### config.mk
export PLATFORM = sky130hd
export DESIGN_NAME = state_event_logger_flat
export DESIGN_NICKNAME = d
export VERILOG_FILES = /design/src/rtl/state_event_logger_if.sv /design/src/rtl/state_event_logger.sv /design/src/flat_wrapper.sv
export SDC_FILE = /design/constraint.sdc
export NUM_CORES = 1
export LEC_CHECK = 0
export ABC_CLOCK_PERIOD_IN_PS = 4400
export BUFFER_PORTS_ARGS = -buffer_cell sky130_fd_sc_hd__buf_2
export CORE_MARGIN = 10
export CORE_UTILIZATION = 60
export CTS_BUF_LIST = sky130_fd_sc_hd__clkbuf_8
export DETAILED_ROUTE_END_ITERATION = 8
export HOLD_SLACK_MARGIN = 0.08
export PLACE_DENSITY = 0.86
export REMOVE_ABC_BUFFERS = 1
export SYNTH_ARGS = -nofsm -noshare
export SYNTH_HDL_FRONTEND = slang
export SYNTH_SLANG_ARGS = --single-unit
### constraint.sdc
create_clock -name i_clk -period 4.4 [get_ports i_clk]
set_input_delay 1.32 -clock i_clk [delete_from_list [all_inputs] [get_ports i_clk]]
set_output_delay 1.32 -clock i_clk [all_outputs]
set_load 0.01 [all_outputs]
### src/rtl/state_event_logger_if.sv
// Readout/status bundle between the state event logger and whatever drives it.
// Master drives valid/clear/select and receives the byte, event pulse and fault flag.
interface state_event_logger_if;
   logic       i_valid;
   logic       i_clear;
   logic [2:0] i_sel;
   logic [7:0] o_data;
   logic       o_event;
   logic       o_fault;

   modport master (
      output i_valid, i_clear, i_sel,
      input  o_data, o_event, o_fault
   );

   modport slave (
      input  i_valid, i_clear, i_sel,
      output o_data, o_event, o_fault
   );
endinterface

### src/rtl/state_event_logger.sv
// Counts valid->invalid events, times invalid intervals, keeps last/max length (max under STATE_EVENT_LOGGER_MAXDUR_EN).
// Latency: event/fault one cycle after the sampled edge; readout byte registered, one cycle.
// Backpressure: none; the source is sampled every cycle and reads are free-running.
module state_event_logger #(
   parameter int CNT_W = 8,
   parameter int DUR_W = 16
) (
   input  logic                  i_clk,
   input  logic                  i_rst_n,
   state_event_logger_if.slave   bus
);

   localparam logic [0:0] S_OK    = 1'b0;
   localparam logic [0:0] S_FAULT = 1'b1;

   localparam logic [CNT_W-1:0] CNT_MAX = '1;
   localparam logic [DUR_W-1:0] DUR_MAX = '1;

   logic [0:0]       state_q,    state_d;
   logic [CNT_W-1:0] evt_cnt_q,  evt_cnt_d;
   logic [DUR_W-1:0] cur_dur_q,  cur_dur_d;
   logic [DUR_W-1:0] last_dur_q, last_dur_d;
   logic             cnt_sat_q,  cnt_sat_d;
   logic             dur_sat_q,  dur_sat_d;
   logic             fault_q,    fault_d;
   logic             event_q,    event_d;
   logic [7:0]       data_q,     data_d;
`ifdef STATE_EVENT_LOGGER_MAXDUR_EN
   logic [DUR_W-1:0] max_dur_q,  max_dur_d;
`endif

   logic [15:0] last_ext;
   logic [15:0] max_ext;

   always_comb begin
      // Clear is folded in first so a same-cycle event or record lands on top of it.
      state_d    = state_q;
      cur_dur_d  = cur_dur_q;
      event_d    = 1'b0;
      evt_cnt_d  = bus.i_clear ? '0   : evt_cnt_q;
      last_dur_d = bus.i_clear ? '0   : last_dur_q;
      cnt_sat_d  = bus.i_clear ? 1'b0 : cnt_sat_q;
      dur_sat_d  = bus.i_clear ? 1'b0 : dur_sat_q;
      fault_d    = bus.i_clear ? 1'b0 : fault_q;
`ifdef STATE_EVENT_LOGGER_MAXDUR_EN
      max_dur_d  = bus.i_clear ? '0   : max_dur_q;
`endif

      case (state_q)
         S_OK: begin
            if (!bus.i_valid) begin
               state_d   = S_FAULT;
               event_d   = 1'b1;
               fault_d   = 1'b1;
               cur_dur_d = DUR_W'(1);
               if (evt_cnt_d != CNT_MAX) evt_cnt_d = evt_cnt_d + CNT_W'(1);
               if (evt_cnt_d == CNT_MAX) cnt_sat_d = 1'b1;
               if (cur_dur_d == DUR_MAX) dur_sat_d = 1'b1;
            end
         end
         default: begin
            if (!bus.i_valid) begin
               if (cur_dur_q != DUR_MAX) cur_dur_d = cur_dur_q + DUR_W'(1);
               if (cur_dur_d == DUR_MAX) dur_sat_d = 1'b1;
            end else begin
               state_d    = S_OK;
               last_dur_d = cur_dur_q;
`ifdef STATE_EVENT_LOGGER_MAXDUR_EN
               if (cur_dur_q > max_dur_d) max_dur_d = cur_dur_q;
`endif
            end
         end
      endcase
   end

   always_comb begin
      last_ext = 16'(last_dur_q);
`ifdef STATE_EVENT_LOGGER_MAXDUR_EN
      max_ext  = 16'(max_dur_q);
`else
      max_ext  = 16'h0000;
`endif
      data_d = 8'h00;
      case (bus.i_sel)
         3'b000:  data_d = 8'(evt_cnt_q);
         3'b001:  data_d = max_ext[7:0];
         3'b010:  data_d = max_ext[15:8];
         3'b011:  data_d = last_ext[7:0];
         3'b100:  data_d = last_ext[15:8];
         3'b101:  data_d = {4'b0000, cnt_sat_q, dur_sat_q, (state_q == S_FAULT), fault_q};
         default: data_d = 8'h00;
      endcase
   end

   always_ff @(posedge i_clk or negedge i_rst_n) begin
      if (!i_rst_n) begin
         state_q    <= S_OK;
         evt_cnt_q  <= '0;
         cur_dur_q  <= '0;
         last_dur_q <= '0;
         cnt_sat_q  <= 1'b0;
         dur_sat_q  <= 1'b0;
         fault_q    <= 1'b0;
         event_q    <= 1'b0;
         data_q     <= 8'h00;
      end else begin
         state_q    <= state_d;
         evt_cnt_q  <= evt_cnt_d;
         cur_dur_q  <= cur_dur_d;
         last_dur_q <= last_dur_d;
         cnt_sat_q  <= cnt_sat_d;
         dur_sat_q  <= dur_sat_d;
         fault_q    <= fault_d;
         event_q    <= event_d;
         data_q     <= data_d;
      end
   end

`ifdef STATE_EVENT_LOGGER_MAXDUR_EN
   always_ff @(posedge i_clk or negedge i_rst_n) begin
      if (!i_rst_n) max_dur_q <= '0;
      else          max_dur_q <= max_dur_d;
   end
`endif

   assign bus.o_data  = data_q;
   assign bus.o_event = event_q;
   assign bus.o_fault = fault_q;

endmodule
### src/flat_wrapper.sv
// flat-port wrapper written by rule: the top's interface ports become plain ports
module state_event_logger_flat 
#(
   parameter int CNT_W = 8,
   parameter int DUR_W = 16
)
  (i_clk, i_rst_n, bus_i_valid, bus_i_clear, bus_i_sel, bus_o_data, bus_o_event, bus_o_fault);
  state_event_logger_if bus_i ();
  input  logic i_clk;
  input  logic i_rst_n;
  input wire logic [$bits(bus_i.i_valid)-1:0] bus_i_valid;
  input wire logic [$bits(bus_i.i_clear)-1:0] bus_i_clear;
  input wire logic [$bits(bus_i.i_sel)-1:0] bus_i_sel;
  output wire logic [$bits(bus_i.o_data)-1:0] bus_o_data;
  output wire logic [$bits(bus_i.o_event)-1:0] bus_o_event;
  output wire logic [$bits(bus_i.o_fault)-1:0] bus_o_fault;
  assign bus_i.i_valid = bus_i_valid;
  assign bus_i.i_clear = bus_i_clear;
  assign bus_i.i_sel = bus_i_sel;
  assign bus_o_data = bus_i.o_data;
  assign bus_o_event = bus_i.o_event;
  assign bus_o_fault = bus_i.o_fault;
  state_event_logger #(.CNT_W(CNT_W), .DUR_W(DUR_W)) u_core (.i_clk(i_clk), .i_rst_n(i_rst_n), .bus(bus_i));
endmodule
Word-level counts from Yosys, hierarchy flattened
Cells that the tools add are included.
W data, S select, Z words.
- add/sub/neg operators: 2
- eq/ne operators: 7
- multiplexer cells: 29
- reductions and logical operators: 1
- operator list (kind ; count):
    $mux W16 ; 9
    $mux W8 ; 6
    $pmux W8 S4 ; 1
    $add A16 B1 Y16 const B ; 1
    $eq A16 B16 Y1 const B ; 1
    $ne A16 B16 Y1 const B ; 1
    $mux W1 ; 13
    $add A8 B1 Y8 const B ; 1
    $eq A8 B8 Y1 const B ; 1
    $ne A8 B8 Y1 const B ; 1
    $eq A3 B3 Y1 const B ; 2
    $eq A3 B2 Y1 const B ; 1
    $logic_not A3 Y1 ; 1
- register bits after elaboration: 53
- input port bits: 7
- output and inout port bits: 10
- word-level logic and storage cells: 48

Logic depth before layout (Yosys ltp)
Gate-level depths: netlist of run 1.
- depth after elaboration: 9
- gate-level depth with buffers: 8
- gate-level depth less buffers: 7

Worst setup path after synthesis of run 1
No wires, ideal clock.
- kind: input port to flip-flop
- start point: in bus_i_clear
- end point: reg u_core.evt_cnt_q[1]
- library setup time: 0.128 ns
- arrival time: 2.755 ns
- data required time: 4.272 ns
- path slack: 1.517 ns
- stages: 6
- path buffers: 1
- cells stage by stage: buf_6 -> nor2b_1 -> ha_1 -> nand3_1 -> o41a_1 -> mux2_1
- cells in the longest elaborated chain, start to end: 7
- elaborated cells on any way between the ends: 8
- those cells by class: 1 x add/sub; 1 x eq/ne; 6 x mux
- RTL lines (what ; RTL line ; source):
    from (decl) ; flat_wrapper.sv:12 ; input wire logic [$bits(bus_i.i_clear)-1:0] bus_i_clear;
    $mux W8 * ; state_event_logger.sv:40 ; evt_cnt_d = bus.i_clear ? '0 : evt_cnt_q;
    $add A8 B1 Y8 or $ne A8 B8 Y1 (tied branches) ; state_event_logger.sv:56 ; if (evt_cnt_d != CNT_MAX) evt_cnt_d = evt_cnt_d + CNT_W'(1);
    $mux W8 ; state_event_logger.sv:56 ;
    $mux W8 ; state_event_logger.sv:51 ; if (!bus.i_valid) begin
    $mux W8 ; state_event_logger.sv:49 ; case (state_q)
    $mux W8 ; state_event_logger.sv:51 ;
    $mux W8 * ; state_event_logger.sv:49 ;
    net u_core.evt_cnt_d[1] ; state_event_logger.sv:20 ; logic [CNT_W-1:0] evt_cnt_q, evt_cnt_d;
    to (signal assigned) ; state_event_logger.sv:108 ; evt_cnt_q <= evt_cnt_d;
    to (decl) ; state_event_logger.sv:20 ;
Mark *: on every way through the listed nets, which the timed path passes. The rest lies on a longest branch. The select of a mux whose other input is x is not followed.
A chain may end at the register's enable or synchronous reset.

Worst setup path after layout of run 1
- start point: in bus_i_clear
- end point: reg u_core.evt_cnt_q[4]
Same word-level chain as after synthesis.

==> results of run 1 <==
[power by group]
group,total [mW],internal [mW],leakage [nW],switching [mW]
combinational,0.0949,0.0385,0.525,0.0564
clock,0.340,0.183,0.0626,0.157
sequential,0.549,0.508,0.723,0.0411
total,0.983,0.729,1.31,0.254
[worst min-delay path: stages, from the launching register on]
cell,delay (ns)
dfrtp_1,0.36
nand2_1,0.05
o21ai_0,0.06
[metrics by stage]
| stage | total power [mW] | instances | instance area, µm² | worst slack, ns |
|---|---|---|---|---|
| 2_1_floorplan | 0.601 | 291 | 2850 | 1.64 |
| 6_report | 0.983 | 383 | 3130 | 1.39 |
| 4_1_cts | 0.986 | 383 | 3130 | 1.40 |
| 5_1_grt | 1.03 | 383 | 3130 | 1.24 |
| 3_5_place_dp | 0.650 | 375 | 3020 | 1.08 |
| 3_3_place_gp | 0.646 | 375 | 3020 | 1.23 |
[layout by cell type, fill, tap and decap left out, drive strengths merged, types with 3 or more instances in the layout]
cell     count
a21oi        8
a22o         5
a22oi        4
a31oi        4
and3         4
and4         8
buf         17
clkbuf       6
dfrtp       53
inv         12
mux2         7
mux2i        4
nand2       39
nand2b      18
nand3       10
nand4       12
nor2        12
nor2b        6
nor3         4
nor4         3
o2111ai      3
o21ai       39
xnor2        5
[cell type report]
class / count / area, µm²
sequential: 53 / 1330
clock buffer: 6 / 82.6
multi-input combinational: 227 / 1480
inverter: 11 / 41.3
clock inverter: 2 / 33.8
tap: 67 / 83.8
fill: 405 / 1680
timing repair buffer: 17 / 87.6
[per-layer routing]
metal / wire (µm) / share of wire [%]
met3: 596 / 8.8
met5: 0 / 0
met1: 3000 / 44
met4: 150 / 2.2
met2: 3040 / 45
[synth_stat cells, drive strengths merged, types with 3 or more instances]
cell type,instances
a21oi,8
a22o,5
a22oi,4
a31oi,4
and3,4
and4,8
buf,14
clkbuf,13
dfrtp,53
inv,11
mux2,7
mux2i,4
nand2,39
nand2b,18
nand3,10
nand4,12
nor2,12
nor2b,6
nor3,4
nor4,3
o2111ai,3
o21ai,39
xnor2,5
[how the worst max path moves through the flow]
stage / endpoint / slack (ns) / depth (start not counted)
2_1_floorplan: u_core.evt_cnt_q[1] / 1.64 / 5
3_3_place_gp: u_core.evt_cnt_q[4] / 1.23 / 8
3_5_place_dp: u_core.evt_cnt_q[4] / 1.08 / 8
4_1_cts: u_core.evt_cnt_q[4] / 1.40 / 8
5_1_grt: u_core.evt_cnt_q[4] / 1.24 / 8
6_report: u_core.evt_cnt_q[4] / 1.39 / 8
[registers in the layout, summed over array words and instances, names as in the netlist]
register            flops
u_core.dur_sat_q        1
u_core.evt_cnt_q        8
u_core.last_dur_q      16
u_core.state_q          1
u_core.cur_dur_q       16
u_core.cnt_sat_q        1
u_core.bus.o_event      1
u_core.bus.o_fault      1
u_core.bus.o_data       8
[logic make-up (layout without fill, tap and decap cells)]
| family | after synthesis | after routing | synth area share, % |
|---|---|---|---|
| simple gates | 122 | 122 | 22.9 |
| compound gates | 85 | 85 | 19.1 |
| buf+inv | 38 | 36 | 7.47 |
| flops | 53 | 53 | 43.7 |
| mux | 11 | 11 | 3.92 |
| xor+xnor | 7 | 7 | 2.02 |
| fa+ha+maj | 2 | 2 | 0.825 |
==> metrics, run 1 <==
FP Rows 25; synth top area cells dfrtp_1 (44%), o21ai_0 (5.3%), nand2_1 (4.8%), nand2b_1 (3.5%), buf_6 (3.3%); area of the die ~8300 µm²; worst skew pair latency just over 0.3 ns; outcome finished clean; fin nets around 320; leakage ~1.3 nW; DR WL/cell around 18 µm; Yosys top cell by area dfrtp_1; Final Slew Violations 0; peak supply drop 0.146 mV; ys flop type dfrtp_1; flop2flop setup slack ~1.6 ns; vias per cell around 6.4; CP cell instances buf_2 > nor2b_1 > ha_1 > nand3_1 > o41a_1 > nand4_1 > xor2_1 > nor2_1; Hold Crit Depth 2; total CTS buffers 5; input/output buffers 16; core area 4820 µm²; detailed router's first-iteration violation count between 200 and 250; slowest stage delay, CP approximately 0.5 ns; RSZ-0062 raised after global routing false; dpl hpwl around 4.7 mm; Initial Utilization roughly 63%; # setup viols final 0; largest net degree at the start of global routing between 50 and 60; Worst-path clk slew about 0.090 ns; number of antenna violations at the first check in global routing 0; CTS max path bufs 2; setup TNS 0 ns; GR Layer Usage met3 between 4 and 5%; Final Hold Viols 0; slew at the pin closest to its max-slew limit ~1.2 ns; # Post-CTS Setup Buffers 0; ANT cells 0; hold path endpoint u_core.bus.o_data[1]; Fin Hold WS ~0.5 ns; clk sinks between 50 and 60; root buffer cell clkbuf_8; Syn Area/Cell about 9.5 µm²; DRT Pass-1 Iters 5; die extent in x about 91 µm; Area Growth Syn to Fin 3.38%; met1 Usage GRT around 22%; fraction of layout cells with a size suffix above 1 between 10% and 20%; Gate Count Post-Synth 318; grt met2 use about a quarter; antenna viol nets, final 0; yosys synthesis warning count 0; Worst path slowest cell o41a_1; CP max FO 28; HP Start u_core.last_dur_q[1]; Congestion Overflow GR 0; post_cts resized 0; Power per Cell Area about 310 nW/µm²; Post-synth ARST share 100%; Tmin final about 3 ns; fmax roughly 330 MHz; IO Count 17; gpl congestion 0.973; Synth top area share around 44%; first-pass GRT wire length 11.8 mm; Tcrit/Tclk final between 60% and 70%; capturing point of the worst reg2reg path u_core.dur_sat_q; final WL 6.79 mm; clk_skew 0.00862 ns; DR DRC count 0; Critical Path Start Type input pin; Worst EP arrival roughly 3.2 ns; Worst Reg-to-Reg Cells 6; post-synthesis sequential area ratio 43.7%; Final Util around 65%; maxcap violations 0; synthesized area 3030 µm²; Worst Path Required 4.58 ns; Bufs and invs on worst path 1; gr usage total between 15 and 20%; Vias about 2500; most used routing layer met2; # hold bufs at CTS 0; Post-synth EDFFs 0; Setup CP Type input pin to flip-flop; Netlist cell types 60; Crit. End Element flip-flop; CP Launch Point bus_i_clear; CTS tree built; Hold Path Class flip-flop to flip-flop; number of global-route vias before repair about 2300; Die Ht 91.1 µm; Worst path top cell family by delay simple AND/OR/NAND/NOR gates; Yosys reg bits 53; Reg-to-Reg Start u_core.cur_dur_q[0]; Worst slew margin roughly a fifth; CTS H-Tree Depth 2
Note: power is estimated with default switching activity, not from simulation.
==> run 2: changes to the inputs <==
Settings changed: ABC_CLOCK_PERIOD_IN_PS 4400 to 3100.
Clock period 4.4 ns to 3.1 ns, I/O delays scaled along.
==> run 2 against run 1 <==
Compared with the run above:
- via count is 0.77% higher
- critical path depth stayed put
- largest power group unchanged
- clock skew is 0.0029 ns lower
==> metrics, run 2 (synthesis gave the netlist of run 1 again) <==
outcome finished clean (unchanged); final WL 7.17 mm (was 6.79 mm); # hold bufs at CTS 0 (unchanged); Reg-to-Reg Start u_core.cur_dur_q[0] (unchanged); Largest regs u_core.cur_dur_q (16), u_core.last_dur_q (16) (unchanged); gpl congestion 0.947 (was 0.973); CTS tree built (unchanged); DR WL/cell 18.4 µm (was 17.7 µm); Tcrit/Tclk final approximately 81%; flop2flop setup slack 0.83 ns (was 1.61 ns); Worst Reg-to-Reg Cells 6 (unchanged); number of global-route vias before repair 2373 (was 2334); Congestion Overflow GR 0 (unchanged); Fin Hold WS 0.519 ns (was 0.513 ns); dpl hpwl 5.02 mm (was 4.69 mm); clk sinks 53 (unchanged); RSZ-0062 raised after global routing false (unchanged); die extent in x 91.1 µm (unchanged); number of antenna violations at the first check in global routing 0 (unchanged); Setup CP Type input pin to flip-flop (unchanged); leakage 1.34 nW (was 1.31 nW); # Post-CTS Setup Buffers 0 (unchanged); post_cts resized 0 (unchanged); fin nets 330 (was 324); Tmin final 2.52 ns; HP Start u_core.last_dur_q[3] (was u_core.last_dur_q[1]); hold path endpoint u_core.bus.o_data[3] (was u_core.bus.o_data[1]); maxcap violations 0 (unchanged); detailed router's first-iteration violation count 262 (was 214); Hold Path Class flip-flop to flip-flop (unchanged); CTS max path bufs 2 (unchanged); FP Rows 25 (unchanged); Vias 2474 (was 2455); most frequent cells in the layout dfrtp_1 (53), nand2_1 (39), o21ai_0 (32) (unchanged); multi-input logic area 1480 µm² (unchanged); Die Ht 91.1 µm (unchanged); fmax 397 MHz; input/output buffers 16 (unchanged); Worst EP arrival 2.75 ns (was 3.19 ns); gr usage total 17.4% (was 16.8%); CP max FO 8 (was 28); largest net degree at the start of global routing 36 (was 53); slew at the pin closest to its max-slew limit 0.772 ns (was 1.21 ns); FF+latch area 1330 µm² (unchanged); DR DRC count 0 (unchanged); Final Slew Violations 0 (unchanged); area of the die 8300 µm² (unchanged); vias per cell 6.36 (was 6.41); commonest non-fill, non-tap cell in the layout dfrtp_1 (unchanged); Worst-path clk slew 0.10 ns (was 0.09 ns); setup TNS 0 ns (unchanged); Area Growth Syn to Fin 4.99% (was 3.38%); Crit. End Element flip-flop (unchanged); total CTS buffers 5 (unchanged); antenna viol nets, final 0 (unchanged); Fill cells 395 (was 405); Worst Path Required 3.33 ns (was 4.58 ns); Final Hold Viols 0 (unchanged); CTS H-Tree Depth 2 (unchanged); peak supply drop 0.220 mV (was 0.146 mV); clk_skew 0.00573 ns (was 0.00862 ns); ANT cells 0 (unchanged); Critical Path Start Type input pin (unchanged); fraction of layout cells with a size suffix above 1 16.8% (was 14.9%); Initial Utilization 62.9% (unchanged); Power per Cell Area 443 nW/µm² (was 314 nW/µm²); IO Count 17 (unchanged); # setup viols final 0 (unchanged); capturing point of the worst reg2reg path u_core.dur_sat_q (unchanged); core area 4820 µm² (unchanged); Hold Crit Depth 2 (unchanged); first-pass GRT wire length 12.2 mm (was 11.8 mm); worst skew pair latency 0.30 ns (was 0.31 ns); DRT Pass-1 Iters 5 (unchanged); root buffer cell clkbuf_8 (unchanged); Worst slew margin 48.5% (was 18.8%)
-- run 2: report_power, final --
group / internal (mW) / total, mW / switching (mW)
clock network: 0.263 / 0.493 / 0.230
registers: 0.720 / 0.778 / 0.0577
logic: 0.0580 / 0.141 / 0.0827
total: 1.04 / 1.41 / 0.370
-- run 2: metrics by stage --
stage	power (mW)	std cells	worst slack (ns)	util (%)	area, µm²
after floorplan	0.853	291	0.730	-	2850
after global placement	0.922	381	0.478	63.6	3060
after detailed placement	0.928	381	0.333	63.6	3060
after CTS	1.41	389	0.603	66.1	3180
after global routing	1.47	389	0.490	66.1	3180
final	1.41	389	0.581	66.1	3180
-- run 2: worst max-delay path by stage --
stage | start | to | slack [ns]
final | bus_i_clear | u_core.cnt_sat_q | 0.58
after global routing | bus_i_clear | u_core.cnt_sat_q | 0.49
after CTS | bus_i_clear | u_core.cnt_sat_q | 0.60
after detailed placement | bus_i_clear | u_core.cnt_sat_q | 0.33
after global placement | bus_i_clear | u_core.evt_cnt_q[1] | 0.48
after floorplan | bus_i_clear | u_core.evt_cnt_q[1] | 0.73
-- run 2: routing by layer --
layer  up-vias  global-route usage, %  routed length (µm)
met5         -                      0                   0
met4         0                   5.22                 132
met3        18                   4.28                 553
met2       127                   27.9                3330
met1      1178                   22.7                3150
li1       1151                      -                   -
-- run 2: worst max-delay path, cell delays in order --
cell and delay [ns]:
buf_2 0.16, nor2b_1 0.23, ha_1 0.30, nand3_1 0.17
nor3_2 0.29, a31oi_1 0.14, a2111o_1 0.41, o22ai_1 0.12
-- run 2: area by class of cell --
cell class,count,share of cell area [%]
inverters,11,1.30
multi-input cells,227,46.5
clock buffers,6,2.59
clock inverters,2,1.18
repair buffers,23,4.17
flip-flops and latches,53,41.7
well taps,67,2.63
==> run 3: changes to the inputs <==
Settings changed: ABC_CLOCK_PERIOD_IN_PS 3100 to 2000, CORE_UTILIZATION 60 to 57, PLACE_DENSITY 0.86 to 0.85.
Clock period 3.1 ns to 2 ns, I/O delays scaled along.
==> run 3 against run 2 <==
Compared with the run above:
- global-route usage fell by 0.092 points
- clock skew is 0.0011 ns lower
- wire length up 4.5%
- worst hold slack got worse by 0.29 ns
- cell count up 7.2%
- combinational power increased by 130%
==> metrics, run 3 (synthesis gave the netlist of run 1 again) <==
GR Layer Usage met3 5.33% (was 4.28%); total CTS buffers 5 (unchanged); placed insts 408 (was 381); # hold bufs at CTS 0 (unchanged); Worst slew margin 68.4% (was 48.5%); Power per Cell Area 617 nW/µm² (was 443 nW/µm²); clk_skew 0.00464 ns (was 0.00573 ns); DRT Pass-1 Iters 4 (was 5); # setup viols final 0 (unchanged); slew at the pin closest to its max-slew limit 0.474 ns (was 0.772 ns); CP max FO 7 (was 8); CTS tree built (unchanged); met1 Usage GRT 21.3% (was 22.7%); fraction of layout cells with a size suffix above 1 24.2% (was 16.8%); DR DRC count 0 (unchanged); number of antenna violations at the first check in global routing 0 (unchanged); input/output buffers 16 (unchanged); Critical Path Start Type flip-flop (was input pin); Area Growth Syn to Fin 11.3% (was 4.99%); fin nets 355 (was 330); grt met2 use 27.2% (was 27.9%); gr usage total 17.3% (was 17.4%); leakage 1.47 nW (was 1.34 nW); Final Util 65.7% (was 66.1%); detailed router's first-iteration violation count 160 (was 262); Fill cells 422 (was 395); most used routing layer met2 (unchanged); vias per cell 6.17 (was 6.36); largest net degree at the start of global routing 37 (was 36); Worst Path Required 2.22 ns (was 3.33 ns); capturing point of the worst reg2reg path u_core.dur_sat_q (unchanged); number of global-route vias before repair 2577 (was 2373); root buffer cell clkbuf_8 (unchanged); CTS max path bufs 2 (unchanged); Final Slew Violations 0 (unchanged); Congestion Overflow GR 0 (unchanged); Largest regs u_core.cur_dur_q (16), u_core.last_dur_q (16) (unchanged); Worst EP arrival 2.16 ns (was 2.75 ns); Setup CP Type flip-flop to flip-flop (was input pin to flip-flop); Worst-path clk slew 0.09 ns (was 0.10 ns); setup TNS 0 ns (unchanged); total power 2.08 mW (was 1.41 mW); RSZ-0062 raised after global routing false (unchanged); final WL 7.49 mm (was 7.17 mm); ANT cells 0 (unchanged); CTS H-Tree Depth 2 (unchanged); pre-CTS WS -0.246 ns (was 0.333 ns); Crit. End Element flip-flop (unchanged); Tmin final about 1.9 ns; Reg-to-Reg Start u_core.cur_dur_q[0] (unchanged); Final Hold Viols 0 (unchanged); core area 5140 µm² (was 4820 µm²); gpl congestion 0.917 (was 0.947); most frequent cells in the layout dfrtp_1 (53), nand2_1 (39), o21ai_0 (32) (unchanged); dpl hpwl 5.24 mm (was 5.02 mm); maxcap violations 0 (unchanged); outcome finished clean (unchanged); Initial Utilization 59.0% (was 62.9%); worst skew pair latency 0.31 ns (was 0.30 ns); DR WL/cell 18.0 µm (was 18.4 µm); Setup WS post-layout 0.0608 ns (was 0.581 ns); Post-Layout Cell Count 417 (was 389); commonest non-fill, non-tap cell in the layout dfrtp_1 (unchanged); Tcrit/Tclk final 97.0%; antenna viol nets, final 0 (unchanged); FP Rows 26 (was 25); first-pass GRT wire length 12.3 mm (was 12.2 mm); fmax 516 MHz; clk sinks 53 (unchanged); Vias 2571 (was 2474); Worst Reg-to-Reg Cells 6 (unchanged); Hold Path Class input pin to async pin (was flip-flop to flip-flop); area of the die 8640 µm² (was 8300 µm²); flop2flop setup slack 0.06 ns (was 0.83 ns); IO Count 17 (unchanged); peak supply drop 0.377 mV (was 0.220 mV); die extent in x 92.9 µm (was 91.1 µm); Die Ht 92.9 µm (was 91.1 µm)
run 3: through the flow:
step	cell area, µm²	hold slack [ns]
after floorplan	2850	0.304
after global placement	3260	0.475
after detailed placement	3260	0.484
after CTS	3350	0.235
after global routing	3370	0.243
final	3370	0.230
run 3: metal layers:
| metal | vias to the layer above | part of all wire, % | routed length [µm] |
|---|---|---|---|
| met4 | 0 | 3.0 | 223 |
| li1 | 1199 | - | - |
| met5 | - | 0 | 0 |
| met3 | 26 | 7.7 | 575 |
| met1 | 1230 | 43 | 3190 |
| met2 | 116 | 47 | 3500 |
run 3: area by class of cell:
type                       instances  area (µm²)  share of cell area, %
clock inverter                     3        17.5                  0.519
sequential                        53        1330                   39.3
clock buffer                       5        68.8                   2.04
tap                               70        87.6                   2.60
inverter                          11        41.3                   1.22
timing repair buffer              48         333                   9.86
multi-input combinational        227        1500                   44.5
run 3: worst max-delay path by stage:
stage,start,cells after the start,slack (ns),to
2_1_floorplan,u_core.cur_dur_q[0],6,-0.09,u_core.dur_sat_q
3_3_place_gp,bus_i_clear,6,-0.14,u_core.evt_cnt_q[1]
3_5_place_dp,bus_i_clear,8,-0.25,u_core.evt_cnt_q[4]
4_1_cts,u_core.evt_cnt_q[1],6,0.006,u_core.cnt_sat_q
5_1_grt,u_core.cur_dur_q[0],6,0.001,u_core.dur_sat_q
6_report,u_core.cur_dur_q[0],6,0.06,u_core.dur_sat_q
run 3: what timing repair did:
item                       in CTS  in global routing
buffers inserted                0                  1
setup endpoints to repair       0                  8
hold endpoints to repair        0                  0
resized for setup               0                  7
run 3: report_power, final:
| part | switching, mW | leakage (nW) | internal, mW | total, mW |
|---|---|---|---|---|
| clock | 0.349 | 0.0439 | 0.242 | 0.592 |
| sequential | 0.0448 | 0.723 | 1.12 | 1.16 |
| combinational | 0.190 | 0.702 | 0.140 | 0.329 |
run 3: critical path: stages, from the launching register on:
cell       delay [ns]
dfrtp_1          0.37
ha_1             0.21
and3_1           0.35
nand3_1          0.23
xnor2_1          0.21
o2111ai_1        0.19
o32ai_2          0.29
